$ cat src/rtl/bonsai_pkg.sv
// Shared constants and helpers for the merger-tree leaf feeders.
package bonsai_pkg;

  localparam int DEF_DATA_WIDTH = 32;
  localparam int DEF_LINE_WIDTH = 512;
  localparam int WORDS_PER_LINE = DEF_LINE_WIDTH / DEF_DATA_WIDTH;

  // Width needed to index 'value' distinct items; never returns less than 1.
  function automatic int clog2(input int value);
    int r;
    r = 0;
    while ((1 << r) < value) r++;
    return (r < 1) ? 1 : r;
  endfunction

endpackage

$ cat src/rtl/leaf_line_unpacker_if.sv
// Bus between the line arbiter / read-data path / leaf FIFO and one leaf unpacker.
interface leaf_line_unpacker_if
  import bonsai_pkg::*;
#(
  parameter int DATA_WIDTH = DEF_DATA_WIDTH,
  parameter int LINE_WIDTH = DEF_LINE_WIDTH
);
  // Handshakes: o_req is a level, i_grant a one-cycle pulse counted only while
  // o_req=1; a line transfers on any cycle with i_line_valid & o_line_ready;
  // a record transfers on any cycle with o_enq, which is never high with i_fifo_full.
  logic                  o_req;
  logic                  i_grant;
  logic [LINE_WIDTH-1:0] i_line;
  logic                  i_line_valid;
  logic                  o_line_ready;
  logic [DATA_WIDTH-1:0] o_data;
  logic                  o_enq;
  logic                  i_fifo_full;
  logic                  o_done;
  logic                  o_err;
  logic [7:0]            dbg_occupancy;
  logic [7:0]            dbg_word_ptr;
  logic [15:0]           dbg_words_emitted;

  modport master (
    input  o_req, o_line_ready, o_data, o_enq, o_done, o_err,
           dbg_occupancy, dbg_word_ptr, dbg_words_emitted,
    output i_grant, i_line, i_line_valid, i_fifo_full
  );

  modport slave (
    output o_req, o_line_ready, o_data, o_enq, o_done, o_err,
           dbg_occupancy, dbg_word_ptr, dbg_words_emitted,
    input  i_grant, i_line, i_line_valid, i_fifo_full
  );
endinterface

$ cat src/rtl/leaf_line_buffer.sv
// Small register FIFO holding whole memory lines for one leaf.
module leaf_line_buffer
  import bonsai_pkg::*;
#(
  parameter int  LINE_WIDTH = DEF_LINE_WIDTH,
  parameter int  DEPTH      = 2,
  localparam int PTR_W      = clog2(DEPTH),
  localparam int OCC_W      = clog2(DEPTH + 1)
) (
  input  logic                  i_clk,
  input  logic                  i_rst_n,
  input  logic                  i_push,
  input  logic [LINE_WIDTH-1:0] i_line,
  input  logic                  i_pop,
  output logic [LINE_WIDTH-1:0] o_head,
  output logic [OCC_W-1:0]      o_occupancy,
  output logic                  o_empty,
  output logic                  o_full
);

  logic [LINE_WIDTH-1:0] mem_q [DEPTH];
  logic [LINE_WIDTH-1:0] mem_d [DEPTH];
  logic [PTR_W-1:0]      wr_ptr_q, wr_ptr_d;
  logic [PTR_W-1:0]      rd_ptr_q, rd_ptr_d;
  logic [OCC_W-1:0]      count_q, count_d;
  logic                  do_push, do_pop;

  function automatic logic [PTR_W-1:0] next_ptr(input logic [PTR_W-1:0] p);
    return (int'(p) == DEPTH - 1) ? '0 : p + PTR_W'(1);
  endfunction

  assign o_full      = (int'(count_q) == DEPTH);
  assign o_empty     = (count_q == '0);
  assign o_occupancy = count_q;
  assign o_head      = mem_q[rd_ptr_q];

  always_comb begin
    do_pop   = i_pop & ~o_empty;
    // A pop in the same cycle frees the slot the push needs.
    do_push  = i_push & (~o_full | do_pop);
    mem_d    = mem_q;
    wr_ptr_d = wr_ptr_q;
    rd_ptr_d = rd_ptr_q;
    count_d  = count_q;
    if (do_push) begin
      mem_d[wr_ptr_q] = i_line;
      wr_ptr_d        = next_ptr(wr_ptr_q);
    end
    if (do_pop) begin
      rd_ptr_d = next_ptr(rd_ptr_q);
    end
    case ({do_push, do_pop})
      2'b10:   count_d = count_q + OCC_W'(1);
      2'b01:   count_d = count_q - OCC_W'(1);
      default: count_d = count_q;
    endcase
  end

  always_ff @(posedge i_clk or negedge i_rst_n) begin
    if (!i_rst_n) begin
      for (int i = 0; i < DEPTH; i++) mem_q[i] <= '0;
      wr_ptr_q <= '0;
      rd_ptr_q <= '0;
      count_q  <= '0;
    end else begin
      mem_q    <= mem_d;
      wr_ptr_q <= wr_ptr_d;
      rd_ptr_q <= rd_ptr_d;
      count_q  <= count_d;
    end
  end

endmodule

$ cat src/rtl/leaf_line_unpacker.sv
// Requests lines under credit control and streams their records, one per cycle,
// into a merger-tree leaf FIFO until the leaf's sequence is exhausted.
module leaf_line_unpacker
  import bonsai_pkg::*;
#(
  parameter int DATA_WIDTH     = DEF_DATA_WIDTH,
  parameter int LINE_WIDTH     = DEF_LINE_WIDTH,
  parameter int SEQ_WORDS      = 404,
  parameter int LINE_BUF_DEPTH = 2
) (
  input  logic                 i_clk,
  input  logic                 i_rst_n,
  leaf_line_unpacker_if.slave  bus
);

  localparam int WPL         = LINE_WIDTH / DATA_WIDTH;
  localparam int LINES_TOTAL = (SEQ_WORDS + WPL - 1) / WPL;
  localparam int OCC_W       = clog2(LINE_BUF_DEPTH + 1);
  localparam int PTR_W       = clog2(WPL);
  localparam int LREQ_W      = clog2(LINES_TOTAL + 1);
  localparam int WCNT_W      = clog2(SEQ_WORDS + 1);

  logic [OCC_W-1:0]      outstanding_q, outstanding_d;
  logic [LREQ_W-1:0]     lines_req_q, lines_req_d;
  logic [PTR_W-1:0]      word_ptr_q, word_ptr_d;
  logic [WCNT_W-1:0]     words_emitted_q, words_emitted_d;
  logic [DATA_WIDTH-1:0] last_data_q, last_data_d;
  logic                  done_q, done_d;
  logic                  err_q, err_d;

  logic [LINE_WIDTH-1:0] head_line;
  logic [OCC_W-1:0]      occupancy;
  logic                  buf_empty, buf_full;
  logic                  push, pop, emit, accept, grant_ok;
  logic                  req, line_ready, last_record, end_of_line;
  logic [DATA_WIDTH-1:0] head_word;

  leaf_line_buffer #(
    .LINE_WIDTH (LINE_WIDTH),
    .DEPTH      (LINE_BUF_DEPTH)
  ) u_buf (
    .i_clk       (i_clk),
    .i_rst_n     (i_rst_n),
    .i_push      (push),
    .i_line      (bus.i_line),
    .i_pop       (pop),
    .o_head      (head_line),
    .o_occupancy (occupancy),
    .o_empty     (buf_empty),
    .o_full      (buf_full)
  );

  always_comb begin
    // Handshake outputs are forced low for as long as reset is held.
    req         = i_rst_n
                & ((int'(outstanding_q) + int'(occupancy)) < LINE_BUF_DEPTH)
                & (int'(lines_req_q) < LINES_TOTAL);
    line_ready  = i_rst_n & ~buf_full;
    accept      = bus.i_line_valid & line_ready;
    push        = accept & (outstanding_q != '0);
    grant_ok    = bus.i_grant & req;
    head_word   = head_line[int'(word_ptr_q) * DATA_WIDTH +: DATA_WIDTH];
    emit        = ~buf_empty & ~bus.i_fifo_full & ~done_q;
    last_record = (int'(words_emitted_q) == SEQ_WORDS - 1);
    end_of_line = (int'(word_ptr_q) == WPL - 1);
    // The final record pops a partial last line, discarding its unused tail.
    pop         = emit & (end_of_line | last_record);

    outstanding_d   = outstanding_q + OCC_W'(grant_ok) - OCC_W'(push);
    lines_req_d     = lines_req_q + LREQ_W'(grant_ok);
    err_d           = err_q | (accept & (outstanding_q == '0));
    word_ptr_d      = word_ptr_q;
    words_emitted_d = words_emitted_q;
    last_data_d     = last_data_q;
    done_d          = done_q;
    if (emit) begin
      last_data_d     = head_word;
      word_ptr_d      = pop ? '0 : word_ptr_q + PTR_W'(1);
      words_emitted_d = words_emitted_q + WCNT_W'(1);
      done_d          = done_q | last_record;
    end
  end

  always_ff @(posedge i_clk or negedge i_rst_n) begin
    if (!i_rst_n) begin
      outstanding_q   <= '0;
      lines_req_q     <= '0;
      word_ptr_q      <= '0;
      words_emitted_q <= '0;
      last_data_q     <= '0;
      done_q          <= 1'b0;
      err_q           <= 1'b0;
    end else begin
      outstanding_q   <= outstanding_d;
      lines_req_q     <= lines_req_d;
      word_ptr_q      <= word_ptr_d;
      words_emitted_q <= words_emitted_d;
      last_data_q     <= last_data_d;
      done_q          <= done_d;
      err_q           <= err_d;
    end
  end

  assign bus.o_req             = req;
  assign bus.o_line_ready      = line_ready;
  assign bus.o_data            = buf_empty ? last_data_q : head_word;
  assign bus.o_enq             = emit;
  assign bus.o_done            = done_q;
  assign bus.o_err             = err_q;
  assign bus.dbg_occupancy     = 8'(occupancy);
  assign bus.dbg_word_ptr      = 8'(word_ptr_q);
  assign bus.dbg_words_emitted = 16'(words_emitted_q);

endmodule

$ cat src/flat_wrapper.sv
// flat-port wrapper written by rule: the top's interface ports become plain ports
module leaf_line_unpacker_flat import bonsai_pkg::*;
#(
  parameter int DATA_WIDTH     = DEF_DATA_WIDTH,
  parameter int LINE_WIDTH     = DEF_LINE_WIDTH,
  parameter int SEQ_WORDS      = 404,
  parameter int LINE_BUF_DEPTH = 2
)
  (i_clk, i_rst_n, bus_o_req, bus_o_line_ready, bus_o_data, bus_o_enq, bus_o_done, bus_o_err, bus_dbg_occupancy, bus_dbg_word_ptr, bus_dbg_words_emitted, bus_i_grant, bus_i_line, bus_i_line_valid, bus_i_fifo_full);
  leaf_line_unpacker_if #(.DATA_WIDTH(DATA_WIDTH), .LINE_WIDTH(LINE_WIDTH)) bus_i ();
  input  logic i_clk;
  input  logic i_rst_n;
  output wire logic [$bits(bus_i.o_req)-1:0] bus_o_req;
  output wire logic [$bits(bus_i.o_line_ready)-1:0] bus_o_line_ready;
  output wire logic [$bits(bus_i.o_data)-1:0] bus_o_data;
  output wire logic [$bits(bus_i.o_enq)-1:0] bus_o_enq;
  output wire logic [$bits(bus_i.o_done)-1:0] bus_o_done;
  output wire logic [$bits(bus_i.o_err)-1:0] bus_o_err;
  output wire logic [$bits(bus_i.dbg_occupancy)-1:0] bus_dbg_occupancy;
  output wire logic [$bits(bus_i.dbg_word_ptr)-1:0] bus_dbg_word_ptr;
  output wire logic [$bits(bus_i.dbg_words_emitted)-1:0] bus_dbg_words_emitted;
  input wire logic [$bits(bus_i.i_grant)-1:0] bus_i_grant;
  input wire logic [$bits(bus_i.i_line)-1:0] bus_i_line;
  input wire logic [$bits(bus_i.i_line_valid)-1:0] bus_i_line_valid;
  input wire logic [$bits(bus_i.i_fifo_full)-1:0] bus_i_fifo_full;
  assign bus_o_req = bus_i.o_req;
  assign bus_o_line_ready = bus_i.o_line_ready;
  assign bus_o_data = bus_i.o_data;
  assign bus_o_enq = bus_i.o_enq;
  assign bus_o_done = bus_i.o_done;
  assign bus_o_err = bus_i.o_err;
  assign bus_dbg_occupancy = bus_i.dbg_occupancy;
  assign bus_dbg_word_ptr = bus_i.dbg_word_ptr;
  assign bus_dbg_words_emitted = bus_i.dbg_words_emitted;
  assign bus_i.i_grant = bus_i_grant;
  assign bus_i.i_line = bus_i_line;
  assign bus_i.i_line_valid = bus_i_line_valid;
  assign bus_i.i_fifo_full = bus_i_fifo_full;
  leaf_line_unpacker #(.DATA_WIDTH(DATA_WIDTH), .LINE_WIDTH(LINE_WIDTH), .SEQ_WORDS(SEQ_WORDS), .LINE_BUF_DEPTH(LINE_BUF_DEPTH)) u_core (.i_clk(i_clk), .i_rst_n(i_rst_n), .bus(bus_i));
endmodule
$ cat config.mk
export PLATFORM = sky130hd
export DESIGN_NAME = leaf_line_unpacker_flat
export DESIGN_NICKNAME = d
export VERILOG_FILES = /design/src/rtl/bonsai_pkg.sv /design/src/rtl/leaf_line_unpacker_if.sv /design/src/rtl/leaf_line_buffer.sv /design/src/rtl/leaf_line_unpacker.sv /design/src/flat_wrapper.sv
export SDC_FILE = /design/constraint.sdc
export NUM_CORES = 2
export LEC_CHECK = 0
export BUFFER_PORTS_ARGS = -buffer_cell sky130_fd_sc_hd__buf_4
export CORE_ASPECT_RATIO = 0.7
export CORE_MARGIN = 3
export CORE_UTILIZATION = 59
export DETAILED_ROUTE_END_ITERATION = 8
export PLACE_DENSITY = 0.81
export SYNTH_ARGS = -nofsm -noshare
export SYNTH_HDL_FRONTEND = slang
export SYNTH_SLANG_ARGS = --single-unit
$ cat constraint.sdc
create_clock -name i_clk -period 2.8 [get_ports i_clk]
set_clock_uncertainty 0.05 [all_clocks]
set_input_delay 0.56 -clock i_clk [delete_from_list [all_inputs] [get_ports i_clk]]
set_output_delay 0.56 -clock i_clk [all_outputs]
set_load 0.005 [all_outputs]
Yosys cells after proc, flatten, opt, wreduce, memory -nomap -nowiden
Index checks and enable logic that the tools add are counted.

word-level totals
  register bits = 1082
  latch bits = 0
  bits in writable memories = 0
  bits in read-only memories = 0
  bits of input ports = 517
  output and inout port bits = 69
  memories = 0

cells by class
  add/subtract/negate cells = 10
  multipliers = 0
  divide/modulo/power cells = 0
  $lt $le $gt $ge = 5
  eq/ne operators = 5
  shift-type cells = 1
  mux-type cells = 11
  bitwise operators = 22
  reductions and logical operators = 5

operators by type and width
  operator               number
  $mux W512              4
  $bwmux W1024           1
  $demux W512 S1         1
  $shiftx A512 B10 Y32   1
  $lt A32 B3 Y1 const B  1
  $mux W32               1
  $and A1 B1 Y1          12
  $add A9 B1 Y9 const B  1
  $eq A9 B8 Y1 const B   1
  $add A5 B1 Y5          1
  $lt A5 B5 Y1 const B   1
  $add A4 B1 Y4 const B  1
  $eq A2 B2 Y1 const B   2
  $eq A4 B1 Y1 const B   1
  $ge A2 B2 Y1 const B   2
  $logic_not A2 Y1       2
  $mux W4                1
  $not A1 Y1             4
  $not A1 Y2             2
  $or A1 B1 Y1           4
  $pmux W2 S2            1
  $reduce_bool A2 Y1     2
  $add A2 B2 Y3          1
  $add A1 B1 Y1 const B  2
  other kinds (8)        9

Longest topological paths before layout
  depth after elaboration = 10
  gate-level depth with buffers = 10

By module
A second synthesis with hierarchy kept.

unflattened totals
  cell total of the unflattened synthesis = 3369
  area, all modules = 53899.2 sq um

by module, submodules not included
  module              instances  cells each  area each (sq um)
  leaf_line_buffer    1          2749        46911.2
  leaf_line_unpacker  1          620         6988.0

Least setup slack after synthesis
OpenSTA, ideal clock, no wires.

  path kind = register -> output
  start point = reg u_core.word_ptr_q[1]
  end point = out bus_o_data[20]
  arrival = 1735 ps
  setup slack = 455 ps
  stages on the path, launching flop included = 9
  cells stage by stage = dfrtp_1 -> and2_1 -> clkbuf_1 -> buf_2 -> buf_2 -> a22oi_1 -> a21oi_1 -> nor4_1 -> mux2_2

between the ends
  word-level cells in the longest chain between the ends = 2

ends and longest elaborated chain
  what                    RTL line                   source
  from (decl)             leaf_line_unpacker.sv:25   logic [PTR_W-1:0] word_ptr_q, word_ptr_d;
  from (signal assigned)  leaf_line_unpacker.sv:96   word_ptr_q <= word_ptr_d;
  $shiftx A512 B10 Y32    leaf_line_unpacker.sv:62   head_word = head_line[int'(word_ptr_q) * DATA_WIDTH +: DATA_WIDTH];
  $mux W32                leaf_line_unpacker.sv:106  assign bus.o_data = buf_empty ? last_data_q : head_word;
  to (decl)               flat_wrapper.sv:15         output wire logic [$bits(bus_i.o_data)-1:0] bus_o_data;

No other way between the ends.

Worst setup path after layout
  start point = reg u_core.u_buf.rd_ptr_q
  end point = out bus_o_data[17]

between the ends
  word-level cells in the longest chain between the ends = 6

ends and longest elaborated chain
  what                                          RTL line                   source
  from (decl)                                   leaf_line_buffer.sv:24     logic [PTR_W-1:0] rd_ptr_q, rd_ptr_d;
  from (signal assigned)                        leaf_line_buffer.sv:68     rd_ptr_q <= rd_ptr_d;
  $not A1 Y2 (implied by the code)              leaf_line_buffer.sv:35     assign o_head = mem_q[rd_ptr_q];
  $mux W512 (implied by the code) (3 in a row)  leaf_line_buffer.sv:35
  $shiftx A512 B10 Y32                          leaf_line_unpacker.sv:62
  $mux W32                                      leaf_line_unpacker.sv:106

No other way between the ends. The select of a mux whose other input is x is not followed.

==> metrics.yaml <==
status: "finished with violations"
violations: "negative setup slack"
clk_path_buf_depth: 3
path_clk_slew_ps: 60
fin_crit_sh: 1.326
synth_top_area_cell: "dfrtp_1"
setup_viol_count_final: 32
slowest_stage: "dfrtp_4"
cp-startpoint: "u_core.u_buf.rd_ptr_q"
powerDensity_nw_per_um2: 1291
worstPathMaxFanout: 20
gp_congestion: 0.9004
fillers: 4928
grt_max_degree: 169
wl_per_cell_um: 28.69
drive_above_1_share: 0.3395
reg2reg_from: "u_core.u_buf.o_occupancy[0]"
cp_cell_sequence: "buf_6, buf_12, buf_16, mux2i_1, a22oi_1, a21oi_1, buf_4, nor4_4, mux2_4, buf_6"
synthFlopType: "dfrtp_1"
path_common_cell: "buf_6"
synthArstFlopShare: 1.000
post_dp_cell_area_um2: 57180
vias_per_cell: 6.122
cpPeakStageDelay_ps: 500
synth.avg_cell_area_um2: 14.38
core_area_um2: 82910
synth_area_leaders: "dfrtp_1 54%, mux2_1 22%, mux2i_1 10%"
drt_iter0_drc: 2822
min-delay-start: "bus_i_line[39]"
cts_tree: "yes"
fp-row-count: 88
min_period_ps: 3713
clock_sinks: 1082
leakage_nw: 29.04
htree_levels: 3
drt-total-wl_um: 158100
grt_use_total: 0.3529
place_inst: 5240
hpwl_um: 111100
die-area_um2: 87870
crit_type: "reg -> out"
io-pin-count: 586
vias: 33730
maxCapViolCount: 0
final_cells: 5510
synth_top_cell_area_share: 0.5444
die_w_um: 353.0
vdd_ir_drop_max_v: 0.0007611
slew_headroom: 0.3447
required_ps: 2190
insertion_delay_ps: 680
fmax_mhz: 269.3
ys_seq_elements: 1082
slew_viol_final: 0
portBuffers: 568
firstDrtPassIters: 5
ys_types: 44
synth-edff-count: 0
worst_slew_pin_slew_ps: 982.9
drc: 0
grt_pass1_vias: 35280
hold_viol: 0
cp-end-kind: "output pin"
drtAntennaViolNets: 0
holdCritPathClass: "in -> reg"
final_nets: 4798
antenna_found_initial: 46
grt_overflow: 0
cts-root-buf: "clkbuf_16"
fin_total_pwr_mw: 82.01
worst_slack_ps: -913.0
syn-cell-area_um2: 49730
numCtsBuffers: 103
cp.arrival_ps: 3100
grt_pass1_wl_um: 231900
syn_to_final_growth_pct: 27.74
yosys_warnings: 0
startpoint_type: "register"
initial_core_util: 0.5998
syn_inst: 3459
fin_area_um2: 63530
die_y_um: 248.9
grt_setup_unrepaired: "yes"
synth-seq-area-share: 0.5444
final timing paths:
kind	to	slack, ps	cells past startpoint
max	bus_o_data[17]	-910	10
min	u_core.u_buf.mem_q[39]	50	2
max reg2reg	u_core.u_buf.mem_q[347]	210	9
min reg2reg	u_core.lines_req_q[0]	430	1
max in group asynchronous	u_core.u_buf.rd_ptr_q	860	4
min in group asynchronous	u_core.u_buf.mem_q[735]	510	3
cell type report:
type | count | area [um2] | area share
flip-flops and latches | 1082 | 27080 | 0.4263
multi-input cells | 2117 | 22410 | 0.3528
repair buffers | 960 | 8866 | 0.1396
clock buffers | 147 | 3037 | 0.04780
well taps | 1125 | 1408 | 0.02216
clock inverters | 39 | 613.1 | 0.009651
diodes | 31 | 77.57 | 0.001221
inverters | 9 | 33.78 | 0.0005318
sequential cells by signal (all words and copies together), names as in the netlist:
| signal | count |
|---|---|
| u_core.u_buf.o_occupancy | 2 |
| u_core.word_ptr_q | 4 |
| u_core.bus.o_err | 1 |
| u_core.u_buf.rd_ptr_q | 1 |
| u_core.outstanding_q | 2 |
| u_core.u_buf.mem_q | 1024 |
| u_core.words_emitted_q | 9 |
| u_core.last_data_q | 32 |
| u_core.lines_req_q | 5 |
| u_core.u_buf.wr_ptr_q | 1 |
| u_core.bus.o_done | 1 |
routing by layer:
metal | track usage | share of wire | up-vias
met1 | 0.4817 | 0.42 | 17750
li1 | - | - | 14410
met3 | 0.09925 | 0.086 | 287
met4 | 0.1428 | 0.039 | 28
met2 | 0.5368 | 0.46 | 1254
met5 | 0 | 0.0011 | -
per-stage QoR:
step | setup TNS, ps | util | hold WS (ps) | setup slack [ps]
floorplan | 0 | - | 214.4 | 455.0
global placement | -6671 | 0.6897 | 411.1 | -875.1
detailed placement | -7314 | 0.6897 | 416.9 | -817.3
CTS | -25730 | 0.7577 | 17.19 | -853.5
global route | -28460 | 0.7661 | 34.84 | -949.3
finish | -25820 | 0.7662 | 48.38 | -913.0
where the power goes:
| group | leakage, nW | internal [mW] | total (mW) | switching [mW] |
|---|---|---|---|---|
| clock network | 1.79 | 8.92 | 15.1 | 6.19 |
| logic | 14.3 | 19.6 | 38.8 | 19.2 |
| registers | 13.0 | 23.6 | 28.1 | 4.53 |
what timing repair did:
item                                    4_1_cts  5_1_grt
endpoints found under the hold margin        20        0
setup buffers                                32       16
endpoints found under the setup margin       35       34
pin swaps                                    73       65
gates cloned                                 11        5
resized for setup                           297       90
hold buffers                                  1        0
worst max-delay path: cells and delay by family (launching register included):
family | cells | cell delay (ps)
AOI/OAI and AO/OA | 2 | 350
muxes | 2 | 380
DFF | 1 | 500
buffers and inverters | 5 | 770
and+or+nand+nor | 1 | 400
kinds of logic after synthesis:
group           share of synthesized area
compound gates                    0.05329
flops                              0.5444
other cells                    0.00007541
xor+xnor                         0.003170
buf+inv                           0.03847
fa+ha+maj                        0.002164
simple gates                     0.008982
mux                                0.3494
Yosys cell counts, types with 2 or more instances:
cell type / instances
buf_6: 54
o211ai_1: 2
mux2_2: 96
xnor2_1: 16
a22oi_1: 256
buf_2: 44
inv_1: 7
clkbuf_1: 48
nor2b_1: 2
dfrtp_1: 1082
buf_4: 111
nor4_1: 32
mux2_1: 992
mux2i_1: 512
or3_1: 2
nand3_1: 6
nor2_1: 11
nand4_1: 2
xor2_1: 2
nand2b_1: 2
o21ai_0: 2
a31oi_1: 2
and2_1: 2
nand2_1: 11
a21oi_1: 128
buf_1: 10
ha_1: 7
inv_2: 2
cells in the final DEF (no fill, tap or decap), types with 11 or more instances in the layout:
cell type / n
dfrtp_1: 1079
mux2_1: 969
buf_4: 807
mux2i_1: 476
a22oi_1: 188
clkbuf_16: 110
mux2_2: 94
buf_12: 73
a22oi_2: 68
a21oi_2: 53
a21oi_1: 52
buf_6: 46
diode_2: 31
nor4_4: 30
mux2i_2: 29
mux2_4: 25
a21oi_4: 23
clkbuf_8: 23
clkbuf_1: 18
conb_1: 17
buf_16: 17
xnor2_1: 16
bufinv_16: 15
clkinv_2: 13
nand2_1: 11
Note: power is estimated with default switching activity, not from simulation.
